`src/rtl/vend_controller.sv`:
```
// vend_controller: coin-path sequencing controller for the vending machine.
// It collects credit from the coin mux. On a buy request it dispenses one item
// when the credit covers PRICE, then returns any remaining credit as a series
// of single-coin change pulses. It also drives the running credit for the
// display.
//
// Ports:
//   clk          system clock, rising edge
//   reset        synchronous, active-high reset
//   coin_strobe  one-cycle pulse: coin_val is valid this cycle
//   coin_val     coin value in cents (0 = coin rejected by the mux)
//   buy          one-cycle purchase request
//   cancel       one-cycle full-refund request
//   credit       current credit in cents (registered)
//   busy         high whenever the controller is not in IDLE
//   vend         one-cycle dispense pulse
//   coin_reject  one-cycle pulse: the strobed coin was not accepted
//   change_q/d/n one-cycle pulse: return one quarter / dime / nickel
module vend_controller #(
  parameter logic [7:0] PRICE      = 8'd65,
  parameter logic [7:0] MAX_CREDIT = 8'd100
) (
  input  logic       clk,
  input  logic       reset,
  input  logic       coin_strobe,
  input  logic [7:0] coin_val,
  input  logic       buy,
  input  logic       cancel,
  output logic [7:0] credit,
  output logic       busy,
  output logic       vend,
  output logic       coin_reject,
  output logic       change_q,
  output logic       change_d,
  output logic       change_n
);

  typedef enum logic [1:0] {
    IDLE     = 2'd0,
    DISPENSE = 2'd1,
    CHANGE   = 2'd2
  } state_t;

  state_t     state_q, state_d;
  logic [7:0] credit_q, credit_d;
  logic       vend_q, vend_d;
  logic       reject_q, reject_d;
  logic       qtr_q, qtr_d;
  logic       dime_q, dime_d;
  logic       nick_q, nick_d;

  logic       coin_ok;
  logic [8:0] coin_sum;
  logic [7:0] change_left;

  // The sum is one bit wider than credit so an oversized coin cannot wrap
  // around and slip under the ceiling.
  assign coin_sum = {1'b0, credit_q} + {1'b0, coin_val};
  assign coin_ok  = ((coin_val == 8'd5) || (coin_val == 8'd10) || (coin_val == 8'd25))
                    && (coin_sum <= {1'b0, MAX_CREDIT});

  always_comb begin
    state_d     = state_q;
    credit_d    = credit_q;
    vend_d      = 1'b0;
    reject_d    = 1'b0;
    qtr_d       = 1'b0;
    dime_d      = 1'b0;
    nick_d      = 1'b0;
    change_left = credit_q;

    case (state_q)
      IDLE: begin
        // A coin is taken only on a cycle with no buy or cancel. Otherwise it
        // is bounced, so coin acceptance and purchase never both change credit.
        if (coin_strobe) begin
          if (coin_ok && !buy && !cancel) begin
            credit_d = coin_sum[7:0];
          end else begin
            reject_d = 1'b1;
          end
        end
        if (cancel) begin
          state_d = CHANGE;
        end else if (buy && (credit_q >= PRICE)) begin
          state_d  = DISPENSE;
          credit_d = credit_q - PRICE;
          vend_d   = 1'b1;
        end
      end

      DISPENSE: begin
        reject_d = coin_strobe;
        state_d  = (credit_q != 8'd0) ? CHANGE : IDLE;
      end

      CHANGE: begin
        reject_d = coin_strobe;
        if (credit_q == 8'd0) begin
          state_d = IDLE;
        end else begin
          if (credit_q >= 8'd25) begin
            change_left = credit_q - 8'd25;
            qtr_d       = 1'b1;
          end else if (credit_q >= 8'd10) begin
            change_left = credit_q - 8'd10;
            dime_d      = 1'b1;
          end else begin
            change_left = credit_q - 8'd5;
            nick_d      = 1'b1;
          end
          credit_d = change_left;
          // Leave on the same edge as the last coin so busy drops with it.
          if (change_left == 8'd0) begin
            state_d = IDLE;
          end
        end
      end

      default: begin
        state_d  = IDLE;
        credit_d = '0;
      end
    endcase
  end

  always_ff @(posedge clk) begin
    if (reset) begin
      state_q  <= IDLE;
      credit_q <= '0;
      vend_q   <= 1'b0;
      reject_q <= 1'b0;
      qtr_q    <= 1'b0;
      dime_q   <= 1'b0;
      nick_q   <= 1'b0;
    end else begin
      state_q  <= state_d;
      credit_q <= credit_d;
      vend_q   <= vend_d;
      reject_q <= reject_d;
      qtr_q    <= qtr_d;
      dime_q   <= dime_d;
      nick_q   <= nick_d;
    end
  end

  assign credit      = credit_q;
  assign busy        = (state_q != IDLE);
  assign vend        = vend_q;
  assign coin_reject = reject_q;
  assign change_q    = qtr_q;
  assign change_d    = dime_q;
  assign change_n    = nick_q;

endmodule

```
`config.mk`:
```
export PLATFORM = sky130hd
export DESIGN_NAME = vend_controller
export DESIGN_NICKNAME = d
export VERILOG_FILES = /design/src/rtl/vend_controller.sv
export SDC_FILE = /design/constraint.sdc
export NUM_CORES = 1
export LEC_CHECK = 0
export ABC_AREA = 0
export BUFFER_PORTS_ARGS = -buffer_cell sky130_fd_sc_hd__buf_2
export CAP_MARGIN = 20
export CORE_MARGIN = 5
export CORE_UTILIZATION = 50
export CTS_BUF_LIST = sky130_fd_sc_hd__clkbuf_4 sky130_fd_sc_hd__clkbuf_8
export DETAILED_ROUTE_END_ITERATION = 8
export PLACE_DENSITY = 0.76
export SYNTH_ARGS = -nofsm -noshare
export SYNTH_HDL_FRONTEND = slang
export SYNTH_SLANG_ARGS = --single-unit
```
`constraint.sdc`:
```
create_clock -name clk -period 4.2 [get_ports clk]
set_clock_uncertainty 0.2 [all_clocks]
set_input_delay 0.84 -clock clk [delete_from_list [all_inputs] [get_ports clk]]
set_output_delay 0.84 -clock clk [all_outputs]
set_load 0.02 [all_outputs]
```
# Yosys cells after proc, flatten, opt, wreduce, memory -nomap -nowiden
# Cells that the tools add are included.
# Widths: inputs -> output; s select.
# op_classes
muxes,23
magnitude_cmp,4
eq_ne,8
addsub,5
bitwise_logic,3
n_reduce_logical,19
# ops
cell,n
$mux 8,9
$pmux 8 s3,1
$logic_not 8->1,2
$mux 2,5
$add 8x8->9,1
$le 9x7->1 const B,1
$eq 8x3->1 const B,1
$eq 8x4->1 const B,1
$eq 8x5->1 const B,1
$ge 8x4->1 const B,1
$ge 8x5->1 const B,1
$ge 8x7->1 const B,1
$reduce_bool 8->1,1
$sub 8x3->8 const B,1
$sub 8x4->8 const B,1
$sub 8x5->8 const B,1
$sub 8x7->8 const B,1
$mux 1,6
$ne 3x3->1 const B,2
$pmux 2 s3,1
$reduce_or 3->1,2
$logic_and 1x1->1,4
$reduce_and 2->1,2
$reduce_or 4->1,1
10 further kinds,14
# totals
wordCells,69
register_bits,15
out_inout_bits,14
in_bits,13

# Longest topological paths before layout
# Gate-level depths: netlist (run 1).
# logic_depth
depth_word,11
depth_mapped,11
mapped_depth_nobuf,11

# Least setup slack after synthesis (run 1)
# No wires, ideal clock.
# synth_timing
path_type,input-to-reg
start,input coin_val[0]
end,"register credit_q[6], in the netlist credit[6]"
setup_ns,0.131
required_time_ns,3.869
t_arrival_ns,3.406
stages,11
setup_slack_ns,0.463
cell_sequence,ha_1 > inv_1 > fa_1 > nor2b_1 > o31ai_1 > a21oi_1 > or4_4 > a32oi_4 > mux2_2 > a221oi_1 > nor3_2
# synth_via
elab_chain_cells,11
elab_cells_between_ends,15
classes_between,add/sub: 1; order compare: 1; eq/ne: 3; mux: 5; reduce/logical: 5
# synth_lines
item,line_no,text
from (decl),26,"input logic [7:0] coin_val,"
branches (longest 6 deep; another with $add 8x8->9),-,
$mux 8 *,77,if (coin_ok && !buy && !cancel) begin
$mux 8 *,76,if (coin_strobe) begin
$mux 8,85,end else if (buy && (credit_q >= PRICE)) begin
$mux 8 *,83,if (cancel) begin
$pmux 8 s3 *,72,case (state_q)
to (signal assigned),138,credit_q <= credit_d;
to (decl),45,"logic [7:0] credit_q, credit_d;"
# Every way passes the cells marked *.
# A chain may end at the register's enable or synchronous reset.

# Final worst setup path (run 1)
# layout_timing
start,"register credit_q[0], in the netlist credit[0]"
end,register state_q[1]
# layout_via
elab_chain_cells,8
elab_cells_between_ends,20
classes_between,add/sub: 3; order compare: 3; eq/ne: 2; mux: 7; reduce/logical: 5
# layout_lines
item,line_no,text
$sub 8x3->8 (tied with other cells),109,change_left = credit_q - 8'd5;
$mux 8,105,end else if (credit_q >= 8'd10) begin
$mux 8,102,if (credit_q >= 8'd25) begin
$mux 8,99,if (credit_q == 8'd0) begin
$mux 8,72,
$logic_not 8->1,114,if (change_left == 8'd0) begin
$ne 3x3->1 (no source line),-,
$reduce_and 2->1 (no source line),-,
to (signal assigned),137,state_q <= state_d;
to (decl),44,"state_t state_q, state_d;"
# Parallel ways exist; a longest one is shown, timed or not. The select of a mux whose other input is x is not followed.

==> metrics.txt, run 1 <==
status=finished, final reports clean; die span in x=72.4 um; Antenna diodes=0; total congestion overflow after global routing=0; mean instance size in the synthesized netlist=7.38 sq um; Critical Path RT=4.16 ns; ports placed on the boundary=27; critical path start-end classification=reg2reg; fraction of layout instances using a drive strength above 1=17.1%; hold buffer count at cts=0; Cell Pwr Density=831 nW/um^2; crit share post-route=88.6%; clock tree buffer depth=2; cell row count=22; most common cell after layout, fill and taps aside=sky130_fd_sc_hd__nand2_1; Post-CTS Repair Setup Buffers=0; quantity of I/O buffers inserted on ports=26; post-synthesis register bit count=15; proportion of register bits with asynchronous set or reset after synthesis=0%; H-tree levels=1; CTS clk-pin slew, worst paths=0.07 ns; total power after layout=0.00184 W; Top FF cell, synth=sky130_fd_sc_hd__dfxtp_1; library cell used as clock root buffer=sky130_fd_sc_hd__clkbuf_8; Routed Antenna Nets=0; post-DR wirelength/cell=16.0 um; critical path buffer and inverter count=1; area of the die=5240 sq um; WP data arrival=3.69 ns; final weighted congestion of routability-driven global placement=0.887; final-layout setup total negative slack=0 ns; Syn Std Cell Area=1950 sq um; synth warn=0; Max Clock Freq=269 MHz; Peak supply drop=0.434 mV; number of setup violations in the final report=0; Starting Density=52.4%; slowest stage delay, CP=0.60 ns; latest clock arrival within the worst-skew pair=0.25 ns; dominant cell type by count on the critical path=sky130_fd_sc_hd__or3_1; maximum fanout along the worst path=10; Die Y-Extent=72.4 um; sum of net half-perimeters after detailed placement=4160 um; slew margin rel.=46.3%; Final Max Slew Viols=0; commonest non-fill, non-tap cells in the layout=30 x sky130_fd_sc_hd__nand2_1, 26 x sky130_fd_sc_hd__buf_2, 20 x sky130_fd_sc_hd__nor2_1, 20 x sky130_fd_sc_hd__ha_1, 17 x sky130_fd_sc_hd__a21oi_1; Total Routing Usage GR=20.8%; leakage power total=0.930 nW; CP cell instances=inv_1, ha_1, or3_1, a21oi_2, mux2i_1, a221o_1, a2111oi_0, a31oi_1, or3_1, o31ai_1; CP startpoint kind=flip-flop; initial antenna violation count=0; pin count of the biggest net entering global routing=25; number of detailed-routing iterations run before antenna repair=5; post-route core utilization=59.6%; number of unique standard cell types used by synthesis=60; fin crit period=3.72 ns; first-pass GRT wire length=8900 um; Net Switching=0.00102 W; detailed-route wire length=5460 um; vias=2,157; detailed router's first-iteration violation count=188; number of hold violations in the final report=0; max_cap viols=0; worst min-delay path category=reg2reg; internal power=0.000814 W; # DRC=0; CP Capture Type=flip-flop; number of enable flip-flop cells after synthesis=0; number of buffers inserted during clock tree synthesis=3; final-stage net count=328; setup repair after global routing missed its margin=no; CTS tree=yes; area added between synthesis and finish=13.6%; clk sinks=15; Net Count, Synth=298; number of global-route vias before repair=1,889; Core Footprint=3720 sq um; fraction of power consumed by combinational cells=80.0%; cell type of the slowest stage on the worst timing path=sky130_fd_sc_hd__dfxtp_1; cts repair resizes=0; sequential element share of the synthesized area=15.4%; share of total power in sequential cells=13.5%; detailed-route vias per instance=6.33; proportion of power drawn by the clock network=6.6%; slew of the pin with the lowest slew margin=0.806 ns; fraction of power spent switching nets=55.7%; post-synthesis instance total=264; Top Family by Delay on Critical Path=compound AO/OA/AOI/OAI gates
-- through the flow --
step                setup slack [ns]  hold slack, ns  std cells  instance area [sq um]
CTS                            0.488           0.349        341                   2210
global route                   0.297           0.396        341                   2210
floorplan                      0.463           0.304        264                   1950
detailed placement             0.225           0.337        337                   2170
finish                         0.479           0.350        341                   2210
global placement               0.287           0.336        337                   2170
-- flip-flops by register name, summed over array words and instances, names as in the netlist --
| register | count |
|---|---|
| vend | 1 |
| change_q | 1 |
| change_d | 1 |
| state_q | 2 |
| credit | 8 |
| change_n | 1 |
| coin_reject | 1 |
-- tightest hold or removal path, stage by stage (launching register included) --
cell and delay (ns):
sky130_fd_sc_hd__dfxtp_1 0.32, sky130_fd_sc_hd__inv_1 0.10, sky130_fd_sc_hd__o31ai_1 0.08
-- metal layers --
metal	up-vias	global-route usage [%]	part of all wire (%)
met1	985	28.4	46
met4	0	4.51	1.6
met5	-	0	0
li1	1062	-	-
met3	19	3.32	7.0
met2	91	34.3	45
-- layout make-up --
cell class              instances  area, sq um
flip-flops and latches         15          300
inverters                      13         48.8
multi-input cells             226         1560
repair buffers                 35          198
fillers                       383         1500
clock inverters                 1         5.00
well taps                      48         60.1
clock buffers                   3         41.3
-- power groups by stage --
stage | Sequential (W) | Clock, W | Combinational [W]
3_5_place_dp | 0.000248 | 0 | 0.00143
5_1_grt | 0.000253 | 0.000129 | 0.00160
3_3_place_gp | 0.000247 | 0 | 0.00142
4_1_cts | 0.000244 | 0.000121 | 0.00145
6_report | 0.000248 | 0.000121 | 0.00147
2_1_floorplan | 0.000281 | 0 | 0.00105
-- synthesized netlist by cell type (5+ instances only) --
master	n	area share [%]
sky130_fd_sc_hd__o21ai_0	14	3.6
sky130_fd_sc_hd__a211oi_1	5	1.9
sky130_fd_sc_hd__ha_1	20	13
sky130_fd_sc_hd__inv_1	13	2.5
sky130_fd_sc_hd__clkbuf_1	8	1.5
sky130_fd_sc_hd__nor3_1	12	3.1
sky130_fd_sc_hd__nor2b_1	6	1.9
sky130_fd_sc_hd__a21oi_1	17	4.4
sky130_fd_sc_hd__nor2_1	20	3.9
sky130_fd_sc_hd__dfxtp_1	15	15
sky130_fd_sc_hd__nand2b_1	6	1.9
sky130_fd_sc_hd__nand3_1	9	2.3
sky130_fd_sc_hd__nand2_1	30	5.8
-- final timing paths --
check / startpoint / endpoint / slack (ns) / cells past startpoint
setup / recovery: credit[0]$_SDFFE_PP0P_ / state_q[1]$_SDFFE_PP0P_ / 0.48 / 10
hold / removal: state_q[1]$_SDFFE_PP0P_ / state_q[1]$_SDFFE_PP0P_ / 0.35 / 2
setup reg to reg: credit[0]$_SDFFE_PP0P_ / state_q[1]$_SDFFE_PP0P_ / 0.48 / 10
hold reg to reg: state_q[1]$_SDFFE_PP0P_ / state_q[1]$_SDFFE_PP0P_ / 0.35 / 2
-- kinds of logic after synthesis --
| kind of cell | count (synthesis) | share of synthesized area (%) |
|---|---|---|
| xor gates and xnor gates | 5 | 2.25 |
| buffers and inverters | 23 | 4.50 |
| AOI/OAI and AO/OA | 89 | 33.4 |
| adders and majority gates | 21 | 13.9 |
| and+or+nand+nor | 104 | 26.8 |
| DFF | 15 | 15.4 |
| muxes | 7 | 3.79 |
(Power assumes the default switching activity.)
==> inputs of run 2 (changes only) <==
CAP_MARGIN = unset   (was 20)
GPL_TIMING_DRIVEN = 0   (was unset)
==> metrics.txt, run 2 (synthesis results as in run 1) <==
Antenna diodes=0 (unchanged); CP Capture Type=flip-flop (unchanged); WP data arrival=3.86 ns (was 3.69 ns); initial antenna violation count=0 (unchanged); detailed router's first-iteration violation count=102 (was 188); crit share post-route=93.9% (was 88.6%); status=finished, final reports clean (unchanged); post-route core utilization=58.7% (was 59.6%); # DRC=0 (unchanged); leakage power total=0.895 nW (was 0.930 nW); ports placed on the boundary=27 (unchanged); number of hold violations in the final report=0 (unchanged); CTS clk-pin slew, worst paths=0.06 ns (was 0.07 ns); Routed Antenna Nets=0 (unchanged); area added between synthesis and finish=12.0% (was 13.6%); die span in x=72.4 um (unchanged); Cell Pwr Density=831 nW/um^2 (about the same); cts repair resizes=0 (unchanged); detailed-route wire length=5350 um (was 5460 um); sum of net half-perimeters after detailed placement=4170 um (was 4160 um); CP startpoint kind=input port (was flip-flop); CTS tree=yes (unchanged); cell row count=22 (unchanged); share of total power in sequential cells=14.0% (was 13.5%); quantity of I/O buffers inserted on ports=25 (was 26); number of setup violations in the final report=0 (unchanged); Core Footprint=3720 sq um (unchanged); library cell used as clock root buffer=sky130_fd_sc_hd__clkbuf_8 (unchanged); Starting Density=52.4% (unchanged); Max Clock Freq=253 MHz (was 269 MHz); slew of the pin with the lowest slew margin=0.696 ns (was 0.806 ns); Final Max Slew Viols=0 (unchanged); vias=2,121 (was 2,157); worst slack after detailed placement=0.00308 ns (was 0.225 ns); area of the die=5240 sq um (unchanged); first-pass GRT wire length=8800 um (was 8900 um); worst min-delay path category=reg2reg (unchanged); latest clock arrival within the worst-skew pair=0.25 ns (about the same); fraction of layout instances using a drive strength above 1=14.0% (was 17.1%); post-DR wirelength/cell=15.7 um (was 16.0 um); hold buffer count at cts=0 (unchanged); critical path start-end classification=in2reg (was reg2reg); commonest non-fill, non-tap cells in the layout=30 x sky130_fd_sc_hd__nand2_1, 26 x sky130_fd_sc_hd__buf_2, 20 x sky130_fd_sc_hd__nor2_1, 20 x sky130_fd_sc_hd__ha_1, 17 x sky130_fd_sc_hd__a21oi_1 (unchanged); proportion of power drawn by the clock network=6.8% (was 6.6%); Die Y-Extent=72.4 um (unchanged); clock tree buffer depth=2 (unchanged); maximum fanout along the worst path=8 (was 10); Net Switching=0.00102 W (about the same); internal power=0.000797 W (was 0.000814 W); cell count of the worst reg-to-reg path=10 (unchanged); clk sinks=15 (unchanged); Final Worst Setup Slack=0.255 ns (was 0.479 ns); number of buffers inserted during clock tree synthesis=3 (unchanged); Critical Path RT=4.12 ns (was 4.16 ns); detailed-route vias per instance=6.22 (was 6.33); H-tree levels=1 (unchanged); Peak supply drop=0.462 mV (was 0.434 mV); total congestion overflow after global routing=0 (unchanged); max_cap viols=0 (unchanged); setup repair after global routing missed its margin=no (unchanged); final-layout setup total negative slack=0 ns (unchanged); fraction of power consumed by combinational cells=79.1% (was 80.0%); number of flip-flops in the largest register=8 (unchanged); fraction of power spent switching nets=56.0% (was 55.7%); pin count of the biggest net entering global routing=11 (was 25); number of detailed-routing iterations run before antenna repair=5 (unchanged); fin crit period=3.95 ns (was 3.72 ns); Post-CTS Repair Setup Buffers=0 (unchanged); final weighted congestion of routability-driven global placement=0.927 (was 0.887); number of global-route vias before repair=1,883 (was 1,889); most common cell after layout, fill and taps aside=sky130_fd_sc_hd__nand2_1 (unchanged); Total Routing Usage GR=20.7% (was 20.8%); cell depth of the worst min-delay path=2 (unchanged); final-stage net count=328 (unchanged); slew margin rel.=53.4% (was 46.3%)
run 2: per-stage QoR:
stage / area [sq um] / hold slack, ns / instances / power [W]
finish: 2180 / 0.352 / 341 / 0.00181
CTS: 2180 / 0.360 / 341 / 0.00178
floorplan: 1950 / 0.304 / 264 / 0.00133
global placement: 2130 / 0.337 / 337 / 0.00164
detailed placement: 2130 / 0.351 / 337 / 0.00165
global route: 2180 / 0.397 / 341 / 0.00198
run 2: routing by layer:
layer	global-route usage, %	vias up	wire length, um
met5	0	-	0
met4	5.33	0	101
met3	1.80	16	398
met2	33.9	87	2430
met1	29.2	957	2430
li1	-	1061	-
run 2: final timing paths:
path	startpoint	to	slack, ns
min	state_q[1]$_SDFFE_PP0P_	state_q[1]$_SDFFE_PP0P_	0.35
max reg2reg	credit[1]$_SDFFE_PP0P_	credit[6]$_SDFFE_PP0P_	0.41
min reg2reg	state_q[1]$_SDFFE_PP0P_	state_q[1]$_SDFFE_PP0P_	0.35
max	coin_val[0]	credit[6]$_SDFFE_PP0P_	0.25
run 2: power by group through the flow:
stage / sequential, W / combinational, W / clock [W]
6_report: 0.000255 / 0.00144 / 0.000124
5_1_grt: 0.000263 / 0.00159 / 0.000137
4_1_cts: 0.000252 / 0.00141 / 0.000125
3_5_place_dp: 0.000255 / 0.00139 / 0
3_3_place_gp: 0.000255 / 0.00139 / 0
2_1_floorplan: 0.000281 / 0.00105 / 0
run 2: final cells by class:
class / instances / area, sq um
repair buffers: 25 / 125
fillers: 377 / 1530
plain buffers: 10 / 38.8
multi-input cells: 226 / 1560
inverters: 13 / 48.8
well taps: 48 / 60.1
flip-flops and latches: 15 / 300
clock buffers: 4 / 48.8
run 2: critical path: stages:
cell	delay [ns]
sky130_fd_sc_hd__buf_2	0.12
sky130_fd_sc_hd__ha_1	0.22
sky130_fd_sc_hd__inv_1	0.07
sky130_fd_sc_hd__fa_1	0.24
sky130_fd_sc_hd__nor2b_1	0.08
sky130_fd_sc_hd__o31ai_1	0.37
sky130_fd_sc_hd__a21oi_1	0.20
sky130_fd_sc_hd__or4_4	0.58
sky130_fd_sc_hd__a32oi_4	0.34
sky130_fd_sc_hd__mux2_2	0.39
sky130_fd_sc_hd__a221oi_1	0.34
sky130_fd_sc_hd__nor3_2	0.08
